<file path="config.mk">
export PLATFORM = sky130hd
export DESIGN_NAME = shift_lfsr_engine
export DESIGN_NICKNAME = d
export VERILOG_FILES = /design/src/rtl/shift_pkg.sv /design/src/rtl/shift_step.sv /design/src/rtl/shift_lfsr_engine.sv
export SDC_FILE = /design/constraint.sdc
export NUM_CORES = 1
export LEC_CHECK = 0
export CORE_UTILIZATION = 47
export DETAILED_ROUTE_END_ITERATION = 16
export GPL_ROUTABILITY_DRIVEN = 0
export PLACE_DENSITY_LB_ADDON = 0.15
export RECOVER_POWER = 100
export SKIP_LAST_GASP = 1
export SLEW_MARGIN = 25
export SYNTH_ARGS = -nofsm -noshare
export SYNTH_HDL_FRONTEND = slang
export SYNTH_HIERARCHICAL = 1
export SYNTH_SLANG_ARGS = --single-unit
</file>
<file path="constraint.sdc">
create_clock -name clk_i -period 2 [get_ports clk_i]
set_input_delay 0.4 -clock clk_i [delete_from_list [all_inputs] [get_ports clk_i]]
set_output_delay 0.4 -clock clk_i [all_outputs]
set_load 0.03 [all_outputs]
</file>
<file path="src/rtl/shift_pkg.sv">
// Shared mode and FSM encodings for the shift/LFSR engine and its step logic.
package shift_pkg;

  typedef enum logic [1:0] {
    MODE_SHIFT  = 2'd0,
    MODE_ROTATE = 2'd1,
    MODE_LFSR   = 2'd2,
    MODE_HOLD   = 2'd3
  } mode_e;

  typedef enum logic [1:0] {
    ST_IDLE = 2'd0,
    ST_RUN  = 2'd1,
    ST_DONE = 2'd2
  } state_e;

endpackage

</file>
<file path="src/rtl/shift_step.sv">
// Combinational single-step function: next register value and outgoing serial bit.
module shift_step
  import shift_pkg::*;
#(
  parameter int               WIDTH = 8,
  parameter logic [WIDTH-1:0] TAPS  = 8'hB8,
  parameter logic [WIDTH-1:0] SEED  = 8'h01
) (
  input  logic [WIDTH-1:0] reg_i,
  input  logic [1:0]       mode_i,
  input  logic             dir_i,
  input  logic             d_i,
  input  logic             ser_i,
  output logic [WIDTH-1:0] next_o,
  output logic             ser_o
);

  always_comb begin
    next_o = reg_i;
    ser_o  = ser_i;
    case (mode_i)
      MODE_SHIFT: begin
        if (dir_i) begin
          next_o = {reg_i[WIDTH-2:0], d_i};
          ser_o  = reg_i[WIDTH-1];
        end else begin
          next_o = {d_i, reg_i[WIDTH-1:1]};
          ser_o  = reg_i[0];
        end
      end
      MODE_ROTATE: begin
        if (dir_i) begin
          next_o = {reg_i[WIDTH-2:0], reg_i[WIDTH-1]};
          ser_o  = reg_i[WIDTH-1];
        end else begin
          next_o = {reg_i[0], reg_i[WIDTH-1:1]};
          ser_o  = reg_i[0];
        end
      end
      MODE_LFSR: begin
        // All-zero is the LFSR lock-up state; reseed instead of stepping.
        if (reg_i == '0) begin
          next_o = SEED;
        end else begin
          next_o = {reg_i[WIDTH-2:0], ^(reg_i & TAPS)};
        end
        ser_o = reg_i[WIDTH-1];
      end
      default: begin
        next_o = reg_i;
        ser_o  = ser_i;
      end
    endcase
  end

endmodule

</file>
<file path="src/rtl/shift_lfsr_engine.sv">
// Multi-mode shift/rotate/LFSR register with parallel load, single steps and counted bursts.
module shift_lfsr_engine
  import shift_pkg::*;
#(
  parameter int               WIDTH = 8,
  parameter logic [WIDTH-1:0] TAPS  = 8'hB8,
  parameter logic [WIDTH-1:0] SEED  = 8'h01,
  parameter int               CNTW  = $clog2(WIDTH) + 1
) (
  input  logic             clk_i,
  input  logic             rst_i,
  input  logic [1:0]       mode_i,
  input  logic             dir_i,
  input  logic             d_i,
  input  logic             load_i,
  input  logic [WIDTH-1:0] data_i,
  input  logic             en_i,
  input  logic             start_i,
  input  logic [CNTW-1:0]  count_i,
  output logic [WIDTH-1:0] reg_o,
  output logic             serial_o,
  output logic             busy_o,
  output logic             done_o
);

  state_e           state_q, state_d;
  logic [CNTW-1:0]  cnt_q, cnt_d;
  logic [WIDTH-1:0] reg_q, reg_d;
  logic             ser_q, ser_d;
  logic             step;
  logic [WIDTH-1:0] step_reg;
  logic             step_ser;

  shift_step #(
    .WIDTH (WIDTH),
    .TAPS  (TAPS),
    .SEED  (SEED)
  ) u_step (
    .reg_i  (reg_q),
    .mode_i (mode_i),
    .dir_i  (dir_i),
    .d_i    (d_i),
    .ser_i  (ser_q),
    .next_o (step_reg),
    .ser_o  (step_ser)
  );

  always_ff @(posedge clk_i) begin
    if (rst_i) begin
      state_q <= ST_IDLE;
      cnt_q   <= '0;
      reg_q   <= (mode_i == MODE_LFSR) ? SEED : '0;
      ser_q   <= 1'b0;
    end else begin
      state_q <= state_d;
      cnt_q   <= cnt_d;
      reg_q   <= reg_d;
      ser_q   <= ser_d;
    end
  end

  always_comb begin
    state_d = state_q;
    cnt_d   = cnt_q;
    step    = 1'b0;
    if (load_i) begin
      state_d = ST_IDLE;
      cnt_d   = '0;
    end else begin
      case (state_q)
        ST_IDLE: begin
          if (start_i) begin
            if (count_i != '0) begin
              state_d = ST_RUN;
              cnt_d   = count_i;
            end else begin
              state_d = ST_DONE;
            end
          end else if (en_i) begin
            step = 1'b1;
          end
        end
        ST_RUN: begin
          step  = 1'b1;
          cnt_d = cnt_q - CNTW'(1);
          if (cnt_q == CNTW'(1)) begin
            state_d = ST_DONE;
          end
        end
        ST_DONE: state_d = ST_IDLE;
        default: state_d = ST_IDLE;
      endcase
    end
  end

  // Load overrides the register but leaves the serial bit from the last step.
  always_comb begin
    reg_d = reg_q;
    ser_d = ser_q;
    if (load_i) begin
      reg_d = data_i;
    end else if (step) begin
      reg_d = step_reg;
      ser_d = step_ser;
    end
  end

  always_comb begin
    reg_o    = reg_q;
    serial_o = ser_q;
    busy_o   = (state_q == ST_RUN);
    done_o   = (state_q == ST_DONE);
  end

endmodule

</file>
==> impl_metrics.tcl <==
set metrics [dict create \
    finalWorstSetupSlack_ns 0.0732 \
    p_per_area_nw_per_um2 575 \
    peakVddDrop_uv 438 \
    grt_pass1_vias 1079 \
    cts_setup_buffers 0 \
    synth_most_common_cell "nor2_1" \
    synth_seq_area_share_pct 33.5 \
    core_area_um2 2250 \
    die_h_um 51.2 \
    yosys_register_bits 15 \
    grt_pass1_wl_um 4600 \
    placementRows 17 \
    min_period_over_period_pct 96.3 \
    synth_edf_count 8 \
    path_max_fanout 7 \
    first_pass_iters 4 \
    multi_input_area_um2 681 \
    p_int_uw 585 \
    fmax_mhz 519 \
    grt_overflow 0 \
    synth_area_per_cell_um2 8.35 \
    critPathMaxStageDelay_ns 0.73 \
    diodes 0 \
    layout.cells.non_filler 198 \
    power.switching_uw 298 \
    syn2layout_area_growth_pct 35.1 \
    track_usage_pct 23.3 \
    met3_usage_pct 4.46 \
    yosys_warnings 6 \
    setup-violations-final 0 \
    critical_path.top_delay_family "buffers and inverters" \
    end_kind "primary output" \
    final_hold_viol_count 0 \
    yosys.area.top_type "edfxtp_1" \
    wirelength_um 2730 \
    p_leak_uw 0.000641 \
    cp_cell_sequence "clkdlybuf4s50_1" \
    cp_num_buf_inv 1 \
    portBuffers 31 \
    syn_area_um2 1140 \
    start_util_pct 50.4 \
    cts_tree "yes" \
    slew_violations 0 \
    combPwrFrac_pct 35.4 \
    dp_slack_ns 0.0525 \
    cts_root_buffer "clkbuf_4" \
    cts.clk_slew.worst_paths_ns 0.10 \
    netlist_instances 136 \
    drt_iter0_markers 23 \
    tightestPinTransition_ns 0.373 \
    drc_errors 0 \
    arrival_ns 1.53 \
    switching_share_pct 33.7 \
    synth_top_cell_area_share_pct 21.1 \
    die_width_um 51.2 \
    antenna_left 0 \
    routedWlPerCell_um 13.8 \
    cp-start-kind "register" \
    required_ns 1.60 \
    fill_cells 208 \
    clock_skew_ns 0.00277 \
    cts_buffers 3 \
    clk_latency_ns 0.28 \
    dpl.cell_count 194 \
    tns_ns 0 \
    syn_nets 160 \
    io_pins 32 \
    cts_resized 1 \
    ys_top_cells_by_area "edfxtp_1 (21%), mux2i_1 (13%), dfxtp_1 (12%), a21oi_1 (6.6%), nor2_1 (6.3%)" \
    rsz0062_at_grt "false" \
    use_met2_pct 40.6 \
    vias 1127 \
    status "finished clean" \
    worst_path_max_delay_cell "clkdlybuf4s50_1" \
    drive_above_1_share_pct 8.24 \
    clock_sinks 15 \
    nNetsFinal 195 \
    finalPower_uw 882 \
    cts_buffer_depth 2 \
    gr-max-usage-layer "met2" \
    grt_max_degree 19 \
    p_seq_share_pct 44.0 \
    yosysUniqueCellTypes 33 \
    grt_antenna_before_repair 0 \
    dieArea_um2 2620 \
    synth_common_cells "nor2_1 (19), a21oi_1 (15), mux2i_1 (15), edfxtp_1 (8), inv_1 (8)" \
    power.share.clock_pct 20.6 \
    dpl.hpwl_um 2050 \
    cts_hold_buf 0 \
    critical_path_class "register to primary output" \
    period_minus_slack_ns 1.93 \
    drv_cap 0 \
    synthArstFlopShare_pct 0 \
    grt_use_met1_pct 28.5 \
    hold_path.class "register to register" \
    regArea_um2 380 \
    dominantRegCellSynth "edfxtp_1" \
    viasPerCell 5.69 \
    h-tree-depth 1 \
    maxSlewHeadroom_pct 75.1 \
]
==> state kept, by name, indices dropped and copies added, names as in the netlist <==
| name | count |
|---|---|
| state_q | 2 |
| serial_o | 1 |
| cnt_q | 4 |
| reg_o | 8 |
==> per-stage QoR <==
step	cell area (um^2)	util, %	hold WS (ns)
5_1_grt	1540	68.1	0.576
4_1_cts	1540	68.4	0.557
3_5_place_dp	1520	67.3	0.534
3_3_place_gp	1520	67.3	0.526
6_report	1540	68.1	0.546
2_1_floorplan	1140	-	0.509
==> worst paths after layout <==
kind,end,startpoint,cells past startpoint,slack (ns)
max,reg_o[7],reg_o[7],1,0.07
min,serial_o,serial_o,2,0.55
max reg2reg,reg_o[5],reg_o[7],6,0.29
min reg2reg,serial_o,serial_o,2,0.55
==> logic make-up (layout without fill, tap and decap cells) <==
logic type	Yosys count	in the layout	share of synthesized area [%]
AOI/OAI and AO/OA	40	40	22.7
adders and majority gates	3	3	3.30
buffers and inverters	18	52	6.61
muxes	16	16	14.2
and+or+nand+nor	41	41	17.4
DFF	15	15	33.5
xor gates and xnor gates	3	3	2.31
==> metal layers <==
metal	share of wire (%)	vias up
met3	3.7	2
met5	0	-
met4	0.51	0
li1	-	566
met2	49	23
met1	47	536
==> cell type report <==
cell class | instances | area share, %
Timing Repair Buffer | 40 | 24.9
Multi-Input combinational cell | 103 | 44.3
Clock buffer | 4 | 1.71
Sequential cell | 15 | 24.8
Inverter | 8 | 1.96
Tap cell | 28 | 2.28
==> power groups by stage <==
stage / clock (uW) / sequential [uW] / combinational [uW]
4_1_cts: 183 / 388 / 319
5_1_grt: 191 / 393 / 343
3_3_place_gp: 0 / 393 / 310
3_5_place_dp: 0 / 395 / 319
2_1_floorplan: 0 / 424 / 160
6_report: 182 / 388 / 313
==> placed cells by master (no fill, tap or decap), drive strengths merged, types with 7 or more instances in the layout <==
cell and count:
clkdlybuf4s50 21, nor2 19, mux2i 15, a21oi 15
buf 9, inv 8, dlygate4sd3 8, edfxtp 8
dfxtp 7
(Power assumes the default switching activity.)
